`src/rtl/bayer_rgb_reader_pkg.sv`:
```
// Shared constants for the Bayer quad reader: colour-pattern codes and default widths.
package bayer_pkg;

  localparam int BAYER_GRBG = 0;
  localparam int BAYER_RGGB = 1;
  localparam int BAYER_BGGR = 2;
  localparam int BAYER_GBRG = 3;

  localparam int PIX_W_DEF  = 12;
  localparam int CNT_W_DEF  = 16;

endpackage

```
`src/rtl/bayer_rgb_reader_if.sv`:
```
// Pixel-stream bus between the line buffer taps and the RGB reader, plus its RGB output side.
interface bayer_rgb_reader_if #(
  parameter int N           = 12,
  parameter int COUNT_WIDTH = 16
);
  logic                   enable;
  logic                   frame_start;
  logic [COUNT_WIDTH-1:0] size;
  logic [N-1:0]           data_in;
  logic [N-1:0]           taps0;
  logic [N-1:0]           red;
  logic [N-1:0]           green;
  logic [N-1:0]           blue;
  logic                   out_valid;
  logic [COUNT_WIDTH-1:0] x_out;
  logic [COUNT_WIDTH-1:0] y_out;

  modport master (
    output enable, frame_start, size, data_in, taps0,
    input  red, green, blue, out_valid, x_out, y_out
  );

  modport slave (
    input  enable, frame_start, size, data_in, taps0,
    output red, green, blue, out_valid, x_out, y_out
  );
endinterface

```
`src/rtl/bayer_rgb_reader_pixel_counter.sv`:
```
// Column/row position tracker for the Bayer stream; flags the pixel that completes a 2x2 quad.
module bayer_pixel_counter #(
  parameter int COUNT_WIDTH = 16
) (
  input  logic                   clock,
  input  logic                   reset_n,
  input  logic                   enable,
  input  logic                   frame_start,
  input  logic [COUNT_WIDTH-1:0] size,
  output logic [COUNT_WIDTH-1:0] col,
  output logic [COUNT_WIDTH-1:0] row,
  output logic                   quad_done
);

  logic [COUNT_WIDTH-1:0] size_q;
  logic                   last_col;

  assign last_col  = (col == size_q - COUNT_WIDTH'(1));
  // size_q==0 means no frame has been seen since reset, so nothing is emitted
  assign quad_done = enable & ~frame_start & col[0] & row[0] & (size_q != '0);

  always_ff @(posedge clock or negedge reset_n) begin
    if (!reset_n) begin
      col    <= '0;
      row    <= '0;
      size_q <= '0;
    end else if (frame_start) begin
      col    <= '0;
      row    <= '0;
      size_q <= size;
    end else if (enable) begin
      if (last_col) begin
        col <= '0;
        if (row != '1) row <= row + COUNT_WIDTH'(1);
      end else begin
        col <= col + COUNT_WIDTH'(1);
      end
    end
  end

endmodule

```
`src/rtl/bayer_rgb_reader.sv`:
```
// Assembles 2x2 Bayer quads from live pixel + one-line-delayed tap and emits one RGB pixel per quad.
module bayer_rgb_reader
  import bayer_pkg::*;
#(
  parameter int N             = PIX_W_DEF,
  parameter int COUNT_WIDTH   = CNT_W_DEF,
  parameter int BAYER_PATTERN = BAYER_GRBG
) (
  input logic               clock,
  input logic               reset_n,
  bayer_rgb_reader_if.slave bus
);

  logic [COUNT_WIDTH-1:0] col, row;
  logic                   quad_done;
  logic                   shift_en;
  logic [N-1:0]           d0, d1;
  logic [N-1:0]           p00, p01, p10, p11;
  logic [N-1:0]           r_sel, b_sel, ga, gb;
  logic [N:0]             green_sum;

  bayer_pixel_counter #(.COUNT_WIDTH(COUNT_WIDTH)) u_cnt (
    .clock       (clock),
    .reset_n     (reset_n),
    .enable      (bus.enable),
    .frame_start (bus.frame_start),
    .size        (bus.size),
    .col         (col),
    .row         (row),
    .quad_done   (quad_done)
  );

  // frame_start wins over enable: the coincident pixel never enters the window
  assign shift_en = bus.enable & ~bus.frame_start;

  always_ff @(posedge clock or negedge reset_n) begin
    if (!reset_n) begin
      d0 <= '0;
      d1 <= '0;
    end else if (shift_en) begin
      d0 <= bus.data_in;
      d1 <= bus.taps0;
    end
  end

  // On the odd column the quad is the held even-column pair plus the live pair
  assign p00 = d1;
  assign p01 = bus.taps0;
  assign p10 = d0;
  assign p11 = bus.data_in;

  always_comb begin
    r_sel = p01;
    b_sel = p10;
    ga    = p00;
    gb    = p11;
    case (BAYER_PATTERN)
      BAYER_RGGB: begin r_sel = p00; b_sel = p11; ga = p01; gb = p10; end
      BAYER_BGGR: begin r_sel = p11; b_sel = p00; ga = p01; gb = p10; end
      BAYER_GBRG: begin r_sel = p10; b_sel = p01; ga = p00; gb = p11; end
      default:    begin r_sel = p01; b_sel = p10; ga = p00; gb = p11; end
    endcase
  end

  assign green_sum = {1'b0, ga} + {1'b0, gb};

  always_ff @(posedge clock or negedge reset_n) begin
    if (!reset_n) begin
      bus.out_valid <= 1'b0;
      bus.red       <= '0;
      bus.green     <= '0;
      bus.blue      <= '0;
      bus.x_out     <= '0;
      bus.y_out     <= '0;
    end else begin
      bus.out_valid <= quad_done;
      if (quad_done) begin
        bus.red   <= r_sel;
        bus.green <= green_sum[N:1];
        bus.blue  <= b_sel;
        bus.x_out <= {1'b0, col[COUNT_WIDTH-1:1]};
        bus.y_out <= {1'b0, row[COUNT_WIDTH-1:1]};
      end
    end
  end

endmodule

```
`src/flat_wrapper.sv`:
```
// flat-port wrapper written by rule: the top's interface ports become plain ports
module bayer_rgb_reader_flat import bayer_pkg::*;
#(
  parameter int N             = PIX_W_DEF,
  parameter int COUNT_WIDTH   = CNT_W_DEF,
  parameter int BAYER_PATTERN = BAYER_GRBG
)
  (clock, reset_n, bus_enable, bus_frame_start, bus_size, bus_data_in, bus_taps0, bus_red, bus_green, bus_blue, bus_out_valid, bus_x_out, bus_y_out);
  bayer_rgb_reader_if #(.N(N), .COUNT_WIDTH(COUNT_WIDTH)) bus_i ();
  input logic clock;
  input logic reset_n;
  input wire logic [$bits(bus_i.enable)-1:0] bus_enable;
  input wire logic [$bits(bus_i.frame_start)-1:0] bus_frame_start;
  input wire logic [$bits(bus_i.size)-1:0] bus_size;
  input wire logic [$bits(bus_i.data_in)-1:0] bus_data_in;
  input wire logic [$bits(bus_i.taps0)-1:0] bus_taps0;
  output wire logic [$bits(bus_i.red)-1:0] bus_red;
  output wire logic [$bits(bus_i.green)-1:0] bus_green;
  output wire logic [$bits(bus_i.blue)-1:0] bus_blue;
  output wire logic [$bits(bus_i.out_valid)-1:0] bus_out_valid;
  output wire logic [$bits(bus_i.x_out)-1:0] bus_x_out;
  output wire logic [$bits(bus_i.y_out)-1:0] bus_y_out;
  assign bus_i.enable = bus_enable;
  assign bus_i.frame_start = bus_frame_start;
  assign bus_i.size = bus_size;
  assign bus_i.data_in = bus_data_in;
  assign bus_i.taps0 = bus_taps0;
  assign bus_red = bus_i.red;
  assign bus_green = bus_i.green;
  assign bus_blue = bus_i.blue;
  assign bus_out_valid = bus_i.out_valid;
  assign bus_x_out = bus_i.x_out;
  assign bus_y_out = bus_i.y_out;
  bayer_rgb_reader #(.N(N), .COUNT_WIDTH(COUNT_WIDTH), .BAYER_PATTERN(BAYER_PATTERN)) u_core (.clock(clock), .reset_n(reset_n), .bus(bus_i));
endmodule
```
`config.mk`:
```
export PLATFORM = sky130hd
export DESIGN_NAME = bayer_rgb_reader_flat
export DESIGN_NICKNAME = d
export VERILOG_FILES = /design/src/rtl/bayer_rgb_reader_pkg.sv /design/src/rtl/bayer_rgb_reader_if.sv /design/src/rtl/bayer_rgb_reader_pixel_counter.sv /design/src/rtl/bayer_rgb_reader.sv /design/src/flat_wrapper.sv
export SDC_FILE = /design/constraint.sdc
export NUM_CORES = 1
export LEC_CHECK = 0
export CORE_UTILIZATION = 48
export CTS_CLUSTER_DIAMETER = 200
export DETAILED_ROUTE_END_ITERATION = 6
export HOLD_SLACK_MARGIN = 0.1
export PLACE_DENSITY_LB_ADDON = 0.3
export SLEW_MARGIN = 20
export SYNTH_ARGS = -nofsm -noshare
export SYNTH_HDL_FRONTEND = slang
export SYNTH_SLANG_ARGS = --single-unit
```
`constraint.sdc`:
```
create_clock -name clock -period 2.61 [get_ports clock]
set_input_delay 0.522 -clock clock [delete_from_list [all_inputs] [get_ports clock]]
set_output_delay 0.522 -clock clock [all_outputs]
set_load 0.1 [all_outputs]
```
# After elaboration in Yosys (flattened, before gate mapping)
# Index checks and enable logic that the tools add are counted.
[totals]
ff_bits = 139
latch_bits = 0
ramBits = 0
romBits = 0
in_bits = 44
output_inout_bits = 69
word_cells = 34
mem_count = 0
[classes]
n_addsub = 4
mul = 0
n_div = 0
n_lt_le_gt_ge = 0
eq_ne = 2
shift = 0
mux = 7
bitwise = 5
n_reduce_logical = 5
[ops]
columns = ["operator", "n"]
rows = [
  ["2-to-1 mux 16 bit", 7],
  ["adder 16 x 1 -> 16 bit, second input constant", 2],
  ["equality test 16 bit", 1],
  ["!= test 16 bit, second input constant", 1],
  ["nonzero test 16 bit", 1],
  ["subtractor 16 x 1 -> 16 bit, second input constant", 1],
  ["adder 12 x 12 -> 13 bit", 1],
  ["nonzero test 2 bit", 3],
  ["AND 1 bit", 4],
  ["AND reduction 3 bit", 1],
  ["NOT 1 bit", 1],
]

# Logic depth before layout (Yosys ltp)
# Gate-level depths: netlist (run 1).
[logic_depth]
ltp_word = 5
depth_mapped = 12
ltp_nobuf = 10

# Cells and area by module
# Synthesis (run 1) repeated with hierarchy kept, for this count alone.
[unflattened]
cells_unflattened = 572
hier_area_um2 = 6812.8
[by_module_without_submodules]
columns = ["mod", "n_inst", "cells_each", "area_per_inst_um2", "seq_area_each_um2"]
rows = [
  ["bayer_rgb_reader", 1, 278, 3951.3, 2277.2],
  ["bayer_pixel_counter", 1, 294, 2861.5, 1201.2],
]

# Worst setup path after synthesis (run 1)
# Ideal clock, no wire load.
[synth_timing]
path_type = "register -> register"
startpoint = "register u_core.u_cnt.size_q[2]"
endpoint = "register u_core.u_cnt.row[15]"
setup_time_ns = 0.078
arrival_ns = 2.588
t_required_ns = 2.532
setup_slack_ns = -0.056
stages_incl_launch_ff = 11
path_buffers = 2
synth_period_minus_slack_ns = 2.666
path_cell_list = "dfrtp_1 buf_6 or4_1 nor4_1 xnor2_1 nand3_1 a2111oi_4 nand3_1 clkbuf_2 or4_1 a21oi_1"
[synth_via]
elab_chain_cells = 4
[synth_rtl]
columns = ["element", "line_no", "rtl"]
rows = [
  ["start, declared", "bayer_rgb_reader_pixel_counter.sv:15", "logic [COUNT_WIDTH-1:0] size_q;"],
  ["start signal, assigned", "bayer_rgb_reader_pixel_counter.sv:30", "size_q <= size;"],
  ["subtractor 16 x 1 -> 16 bit", "bayer_rgb_reader_pixel_counter.sv:18", "assign last_col = (col == size_q - COUNT_WIDTH'(1));"],
  ["equality test 16 bit", "bayer_rgb_reader_pixel_counter.sv:18", ""],
  ["nonzero test 2 bit (no line)", "--", ""],
  ["AND reduction 3 bit (no line)", "--", ""],
  ["end signal, assigned", "bayer_rgb_reader_pixel_counter.sv:34", "if (row != '1) row <= row + COUNT_WIDTH'(1);"],
  ["end, declared", "bayer_rgb_reader_pixel_counter.sv:11", "output logic [COUNT_WIDTH-1:0] row,"],
]
# No other way between the ends.
# A chain may end at the register's enable or synchronous reset.

# Worst setup path in the final report (run 1)
[layout_timing]
startpoint = "register u_core.u_cnt.size_q[1]"
endpoint = "register u_core.u_cnt.row[14]"
# The elaborated chain is that of the path after synthesis.

==> results.yml, run 1 <==
setup_path:
  worst_setup_path_end_kind: "register"
  path_max_fanout: 13
  cpPeakStageDelay_ns: 0.60
  worst_ep_arrival_time_ns: 3.21
  crit_chain: "or4_4 > nor4_4 > xnor2_1 > nand3_1 > a2111oi_4 > nand3_2 > buf_6 > or4_1 > a21oi_1"
  cp.required_ns: 2.95
  start_kind: "register"
  criticalPathCategory: "register to register"
  rr_worst_depth: 9
  crit_slowest_cell: "or4_4"
final_layout:
  layout_commonest_cell: "dfrtp_1"
  finalNetCount: 844
  final_cells: 974
  antenna_cells: 0
  post_route_cells_drive_above_1_share: 0.321
  mostFrequentLayoutCells: "137 x dfrtp_1, 127 x buf_4, 113 x nand2_1, 67 x mux2_2, 42 x clkdlybuf4s50_1"
  area_delta_synth_final_pct: 34.3
synthesis:
  synth_area_leaders: "dfrtp_1 52%, mux2_2 11%, nand2_1 6.4%"
  ys.flop_type: "dfrtp_1"
  ys_seq_area_frac: 0.521
  avgSynthCellArea_sq_um: 10.7
  async_reset_ff_frac: 1.00
  synth_area_sq_um: 6670
  synth-edff-count: 0
  yosys.area.top_type: "dfrtp_1"
  netlist.area_leader.share: 0.521
  synthCells: 621
  ys_types: 54
  ys_warn_count: 0
  synth-seq-cells: 139
global_routing:
  grt_pass1_wl_um: 27000
  grt_usage: 0.242
  grt_overflow: 0
  grt_max_degree: 59
  grt_pass1_vias: 5405
  antenna_found_initial: 0
clock_tree:
  h-tree-depth: 4
  clock-root-buffer: "clkbuf_16"
  clk_latency_ns: 0.43
  clock_sinks: 139
  path_clk_slew_ns: 0.06
  cts_tree: "built"
  clock_path_buffers: 2
  numCtsBuffers: 17
floorplan:
  rows: 42
  core_area_sq_um: 13400
  die_area_sq_um: 14400
  die_w_um: 120
  io_pins: 113
  start_util: 0.498
  die_h_um: 120
placement:
  gp_congestion: 0.838
  dp_cells: 935
  hpwl_um: 11300
  dp_slack_ns: -0.338
  io_buffer_count: 110
timing:
  period_minus_slack_ns: 2.87
  setup_violations: 30
  period_share: 1.10
  hold_ws_ns: 0.465
  setup_ws_ns: -0.261
  hold_viol_final: 0
  fmax_ghz: 0.348
  report.final.slew_viol_count: 0
  rsz0062_at_grt: "true"
  skew_ns: 0.00816
  tns_ns: -4.34
run_status:
  status: "finished with violations"
  violations: "setup timing"
flow_run:
  maxCapViolCount: 0
detailed_routing:
  drt-initial-drc-count: 237
  wirelength_um: 16200
  vias: 5291
  drcViolationCount: 0
  wl_per_cell_um: 16.6
  viasPerCell: 5.43
  ant_nets: 0
  first_pass_iters: 4
worst_hold_path:
  holdCritPathClass: "register to register"
  hold_depth: 2
pwr:
  seqPwrFrac: 0.413
  vdd_drop_max_mv: 0.416
  sw_frac_of_total: 0.236
  p_leak_nw: 4.25
  p_int_mw: 4.28
  p_clk_frac: 0.469
  p_sw_mw: 1.32
  p_comb_frac: 0.118
  p_per_area_nw_per_um2: 625
-- power groups by stage --
stage,clock network (mW),registers (mW),logic [mW]
after floorplan,0,2.33,0.369
after global placement,0,2.34,0.610
after detailed placement,0,2.35,0.633
after CTS,2.65,2.31,0.650
after global routing,2.74,2.32,0.731
final,2.62,2.31,0.662
-- layer usage --
metal / global-route usage / wire length, um
met1: 0.322 / 7370
met2: 0.391 / 7900
met3: 0.0471 / 587
met4: 0.0938 / 307
met5: 0 / 0
-- path summary, 6_finish.rpt --
| check | slack [ns] | endpoint | start |
|---|---|---|---|
| setup / recovery | -0.26 | u_core.u_cnt.row[14]$_DFFE_PN0P_ | u_core.u_cnt.size_q[1]$_DFFE_PN0P_ |
| max in group asynchronous | 1.17 | u_core.u_cnt.size_q[5]$_DFFE_PN0P_ | reset_n |
| hold / removal | 0.47 | u_core.bus.blue[3]$_DFFE_PN0P_ | u_core.b_sel[3]$_DFFE_PN0P_ |
| min in group asynchronous | 0.60 | u_core.bus.x_out[9]$_DFFE_PN0P_ | reset_n |
| hold reg to reg | 0.47 | u_core.bus.blue[3]$_DFFE_PN0P_ | u_core.b_sel[3]$_DFFE_PN0P_ |
| setup reg to reg | -0.26 | u_core.u_cnt.row[14]$_DFFE_PN0P_ | u_core.u_cnt.size_q[1]$_DFFE_PN0P_ |
-- synth_stat cells, drive strengths merged, types with 2 or more instances --
cell type    n
a21boi       2
a21oi       26
a2bb2oi      5
a311o        2
a31oi        5
and2        11
and3         9
and4         2
buf          9
clkbuf      22
dfrtp      139
ha          14
inv         10
mux2        67
mux2i        4
nand2      114
nand3        9
nand4        9
nor2        24
nor2b        5
nor3        12
nor4         5
o2111ai      2
o21a         4
o21ai       24
o31a         2
o31ai       14
or3          9
or4         13
xnor2       22
xor2        12
-- metrics by stage --
step / instance area, sq um / util / total power, mW
CTS: 8910 / 0.665 / 5.61
global placement: 8160 / 0.609 / 2.95
finish: 8960 / 0.668 / 5.60
global route: 8960 / 0.668 / 5.80
floorplan: 6690 / - / 2.70
detailed placement: 8160 / 0.609 / 2.98
-- cell families after synthesis --
group                      Yosys count  synth area share
other                                1          0.000562
adders and majority gates           15            0.0293
and+or+nand+nor                    226             0.165
buffers and inverters               42            0.0278
DFF                                139             0.521
xor gates and xnor gates            34            0.0446
muxes                               71             0.119
AOI/OAI and AO/OA                   93            0.0917
-- timing repair --
action,CTS,global route
endpoints found under the setup margin,15,87
setup buffers,3,2
endpoints found under the hold margin,44,0
cloned,1,0
hold buffers,1,0
pin swaps,8,4
resized for setup,14,10
-- area by class of cell --
| class | instances | area (sq um) |
|---|---|---|
| fill | 1051 | 4440 |
| sequential | 139 | 3480 |
| multi-input combinational | 441 | 3110 |
| timing repair buffer | 175 | 1460 |
| clock buffer | 23 | 488 |
| tap | 176 | 220 |
| clock inverter | 9 | 158 |
| inverter | 11 | 41.3 |
-- registers in the layout (all words and copies together), names as in the netlist, 15 cells and up --
signal and cells:
u_core.u_cnt.col 16, u_core.u_cnt.size_q 16, u_core.bus.y_out 15, u_core.bus.x_out 15, u_core.u_cnt.row 16
-- critical path, delay by kind of cell, from the launching register on --
family | cells | cell delay [ns]
AO/OA/AOI/OAI | 2 | 0.47
XOR/XNOR | 1 | 0.17
buffers and inverters | 1 | 0.18
flip-flops | 1 | 0.40
AND/OR/NAND/NOR | 5 | 1.57
Note: power is estimated with default switching activity, not from simulation.
==> inputs of run 2 (changes only) <==
PLACE_DENSITY = 0.8   (was default)
PLACE_DENSITY_LB_ADDON = default   (was 0.3)
==> run 2 against run 1 <==
Net effect:
- first-iteration DRC count rose by 54%
- critical path type unchanged
- the flow still finishes with violations (setup timing)
- worst hold slack got worse by 0.0033 ns
- largest power group unchanged
- highest routed layer unchanged
- non-clock buffer count did not move
- combinational power barely moved
==> results.yml, run 2 (same netlist as run 1, synthesis figures left out) <==
clock_tree:
  numCtsBuffers: 17
  h-tree-depth: 4
  path_clk_slew_ns: 0.06
  clock-root-buffer: "clkbuf_16"
  clk_latency_ns: 0.43
  clock_sinks: 139
  clock_path_buffers: 2
  cts_tree: "built"
detailed_routing:
  drt-initial-drc-count: 366
  highest_layer: "met4"
  drt-met1-wl_um: 7240
  route.met2.wl_um: 8290
  vias: 5353
  wirelength_um: 16600
  first_pass_iters: 5
  ant_nets: 0
  drcViolationCount: 0
  wl_per_cell_um: 17.1
  met3_length_um: 599
  viasPerCell: 5.50
setup_path:
  criticalPathCategory: "register to register"
  cpPeakStageDelay_ns: 0.56
  worst_ep_arrival_time_ns: 3.27
  worst_setup_path_end_kind: "register"
  critPathBufInv: 1
  crit_chain: "or4_4 > o21ai_1 > a21oi_1 > a311oi_1 > o21a_1 > nand3_2 > buf_8 > or4_1 > a21oi_2"
  cp.required_ns: 2.96
  crit_slowest_cell: "or4_4"
  path_max_fanout: 26
  path_delay_family: "simple AND/OR/NAND/NOR gates"
  start_kind: "register"
global_routing:
  grt_max_degree: 51
  grt_overflow: 0
  antenna_found_initial: 0
  grt_usage: 0.239
  grt_pass1_wl_um: 26600
  grt_pass1_vias: 5350
timing:
  report.final.slew_viol_count: 0
  skew_ns: 0.00726
  fmax_ghz: 0.342
  period_share: 1.12
  setup_ws_ns: -0.311
  setup_violations: 31
  rsz0062_at_grt: "true"
  hold_viol_final: 0
  period_minus_slack_ns: 2.92
floorplan:
  die_area_sq_um: 14400
  rows: 42
  start_util: 0.498
  io_pins: 113
  die_w_um: 120
  core_area_sq_um: 13400
  die_h_um: 120
placement:
  gp_congestion: 0.844
  dp_cells: 934
  placed_area_sq_um: 8170
  dp_slack_ns: -0.395
  hpwl_um: 11600
  io_buffer_count: 110
run_status:
  status: "finished with violations"
  violations: "setup timing"
final_layout:
  fin_util: 0.672
  multiInputGateArea_sq_um: 3140
  num-fill-cells: 1017
  postLayoutCellArea_sq_um: 9000
  final-seq-area_sq_um: 3480
  area_delta_synth_final_pct: 35.0
  top_regs: "u_core.u_cnt.col (16), u_core.u_cnt.row (16), u_core.u_cnt.size_q (16)"
  post_route_cells_drive_above_1_share: 0.330
  mostFrequentLayoutCells: "137 x dfrtp_1, 118 x buf_4, 112 x nand2_1, 67 x mux2_2, 42 x clkdlybuf4s50_1"
  finalNetCount: 844
  layout_commonest_cell: "dfrtp_1"
  final_cells: 973
  antenna_cells: 0
pwr:
  p_leak_nw: 4.26
  vdd_drop_max_mv: 0.398
  p_per_area_nw_per_um2: 599
  p_total_mw: 5.39
flow_run:
  maxCapViolCount: 0
worst_hold_path:
  holdCritPathClass: "register to register"
[run 2: power by group]
group,switching (mW),total [mW],internal [mW],leakage (nW)
clock network,0.878,2.42,1.54,0.287
logic,0.330,0.661,0.331,2.13
registers,0.0760,2.32,2.24,1.85
[run 2: metrics by stage]
stage | hold slack (ns) | setup TNS, ns
detailed placement | 0.457 | -5.13
finish | 0.462 | -4.69
global placement | 0.444 | -2.99
global route | 0.494 | -8.16
CTS | 0.470 | -2.41
floorplan | 0.226 | 0
[run 2: worst register-to-register path: stages, from the launching register on]
cell,delay (ns)
dfrtp_2,0.44
or4_4,0.56
o21ai_1,0.22
a21oi_1,0.11
a311oi_1,0.38
o21a_1,0.22
nand3_2,0.12
buf_8,0.19
or4_1,0.44
a21oi_2,0.16
[run 2: final timing paths]
check                      cells after the start                                from                            endpoint  slack [ns]
max                                            9  u_core.u_cnt.size_q[2]$_DFFE_PN0P_    u_core.u_cnt.row[12]$_DFFE_PN0P_       -0.31
min                                            2         u_core.b_sel[5]$_DFFE_PN0P_      u_core.bus.blue[5]$_DFFE_PN0P_        0.46
max reg2reg                                    9  u_core.u_cnt.size_q[2]$_DFFE_PN0P_    u_core.u_cnt.row[12]$_DFFE_PN0P_       -0.31
min reg2reg                                    2         u_core.b_sel[5]$_DFFE_PN0P_      u_core.bus.blue[5]$_DFFE_PN0P_        0.46
max in group asynchronous                      3                             reset_n      u_core.bus.blue[9]$_DFFE_PN0P_        1.40
min in group asynchronous                      2                             reset_n  u_core.u_cnt.size_q[7]$_DFFE_PN0P_        0.60
[run 2: final cells by class]
class / count / share of cell area
clock buffers: 23 / 0.0520
clock inverters: 8 / 0.0131
inverters: 11 / 0.00500
multi-input cells: 441 / 0.348
flip-flops and latches: 139 / 0.387
well taps: 176 / 0.0245
repair buffers: 175 / 0.171
[run 2: metal layers]
metal / track usage / up-vias
li1: - / 2512
met1: 0.303 / 2653
met2: 0.391 / 153
met3: 0.0523 / 35
met4: 0.113 / 0
met5: 0 / -
[run 2: timing repair]
item | CTS | global route
hold endpoints to repair | 43 | 0
hold buffers | 1 | 0
pin swaps | 1 | 16
resized for setup | 6 | 35
gates cloned | 0 | 2
buffers inserted | 1 | 4
endpoints found under the setup margin | 15 | 84
==> inputs of run 3 (changes only) <==
CORE_UTILIZATION = 50   (was 48)
clock period = 3.5 ns   (was 2.61 ns; I/O delays follow)
==> run 3 against run 2 <==
Net effect:
- the flow now finishes without violations
- via count shrank 4.7%
- critical path depth is the same
- sequential power shrank 25%
- design area shrank 4.6%
- flip-flop and latch count is the same
- combinational power shrank 38%
- critical endpoint is now u_core.u_cnt.row[15]$_DFFE_PN0P_
==> results.yml, run 3 (same netlist as run 1, synthesis figures left out) <==
timing:
  setup_ws_ns: 0.322
  hold_ws_ns: 0.238
  slew_headroom: 0.314
  setup_violations: 0
  tns_ns: 0
  worst_pin_slew_ns: 1.03
  fmax_ghz: 0.315
  skew_ns: 0.00638
  hold_viol_final: 0
  rsz0062_at_grt: "false"
  report.final.slew_viol_count: 0
  period_share: 0.908
  period_minus_slack_ns: 3.18
global_routing:
  grt_overflow: 0
  antenna_found_initial: 0
  grt_max_degree: 82
  grt_pass1_wl_um: 25800
  grt_usage: 0.236
  grt_pass1_vias: 5197
setup_path:
  cp.required_ns: 3.83
  cpPeakStageDelay_ns: 0.64
  timing.rr.start: "u_core.u_cnt.size_q[2]$_DFFE_PN0P_"
  path_max_fanout: 29
  worst_setup_path_end_kind: "register"
  criticalPathCategory: "register to register"
  rr_worst_depth: 9
  start_kind: "register"
  r2r-end: "u_core.u_cnt.row[15]$_DFFE_PN0P_"
  crit_chain: "or4_1 > o21ai_1 > a21oi_1 > a311oi_1 > o21a_1 > nand3_1 > buf_4 > or4_1 > a21oi_1"
  ff2ff_setup_slack_ns: 0.32
  cp-startpoint: "u_core.u_cnt.size_q[2]$_DFFE_PN0P_"
  path_delay_family: "compound AO/OA/AOI/OAI gates"
  worst_ep_arrival_time_ns: 3.51
  crit_slowest_cell: "or4_1"
  critPathBufInv: 1
detailed_routing:
  first_pass_iters: 5
  ant_nets: 0
  vias: 5100
  wl_per_cell_um: 16.8
  drcViolationCount: 0
  drt-initial-drc-count: 289
  viasPerCell: 5.56
  wirelength_um: 15400
floorplan:
  die_area_sq_um: 13800
  die_h_um: 118
  die_w_um: 118
  start_util: 0.520
  rows: 41
  io_pins: 113
  core_area_sq_um: 12800
run_status:
  status: "finished, final reports clean"
clock_tree:
  numCtsBuffers: 17
  cts_hold_buf: 0
  clk_latency_ns: 0.42
  clock_path_buffers: 2
  path_clk_slew_ns: 0.06
  clock_sinks: 139
  post-cts-setup-buffers: 0
  postCtsResizedCells: 0
  h-tree-depth: 4
  cts_tree: "built"
  clock-root-buffer: "clkbuf_16"
final_layout:
  layout_commonest_cell: "dfrtp_1"
  finalNetCount: 792
  fin_util: 0.670
  area_delta_synth_final_pct: 28.8
  multiInputGateArea_sq_um: 3010
  mostFrequentLayoutCells: "139 x dfrtp_1, 114 x nand2_1, 93 x clkdlybuf4s50_1, 67 x mux2_2, 28 x buf_4"
  post_route_cells_drive_above_1_share: 0.181
  num-fill-cells: 929
  top_regs: "u_core.u_cnt.col (16), u_core.u_cnt.row (16), u_core.u_cnt.size_q (16)"
  antenna_cells: 0
  final-seq-area_sq_um: 3480
pwr:
  p_leak_nw: 3.89
  vdd_drop_max_mv: 0.370
  p_per_area_nw_per_um2: 486
placement:
  hpwl_um: 11000
  dp_slack_ns: 0.249
  io_buffer_count: 110
  gp_congestion: 0.875
worst_hold_path:
  holdCritPathClass: "input port to asynchronous set/reset pin"
flow_run:
  maxCapViolCount: 0
run 3: report_power, final:
part | switching, mW | total, mW | internal (mW) | leakage (nW)
Clock | 0.669 | 2.04 | 1.37 | 0.318
Combinational | 0.211 | 0.408 | 0.197 | 1.72
Sequential | 0.0624 | 1.73 | 1.67 | 1.85
Total | 0.943 | 4.18 | 3.24 | 3.89
run 3: through the flow:
stage	instance area, sq um	cells	power (mW)
6_report	8590	917	4.18
5_1_grt	8590	917	4.34
4_1_cts	8590	917	4.21
3_5_place_dp	7920	886	2.16
3_3_place_gp	7920	886	2.14
2_1_floorplan	6670	622	2.01
run 3: layout make-up:
type / instances / share of cell area
Sequential cell: 139 / 0.405
Timing Repair Buffer: 123 / 0.136
Clock inverter: 11 / 0.0252
Clock buffer: 20 / 0.0531
Multi-Input combinational cell: 441 / 0.351
Inverter: 11 / 0.00480
Tap cell: 172 / 0.0250
run 3: worst max-delay path by stage:
stage / endpoint / slack, ns / cells past startpoint
finish: u_core.u_cnt.row[15]$_DFFE_PN0P_ / 0.32 / 9
global route: u_core.u_cnt.row[15]$_DFFE_PN0P_ / 0.20 / 9
CTS: u_core.u_cnt.row[15]$_DFFE_PN0P_ / 0.40 / 9
detailed placement: u_core.bus.green[11]$_DFFE_PN0P_ / 0.25 / 10
global placement: u_core.bus.green[11]$_DFFE_PN0P_ / 0.32 / 10
floorplan: u_core.u_cnt.row[15]$_DFFE_PN0P_ / 0.83 / 10
run 3: routing by layer:
layer	share of wire	vias to the layer above	GRT usage
met3	0.037	24	0.0504
met5	0	-	0
met4	0.017	0	0.100
met1	0.46	2521	0.312
li1	-	2410	-
met2	0.49	145	0.378
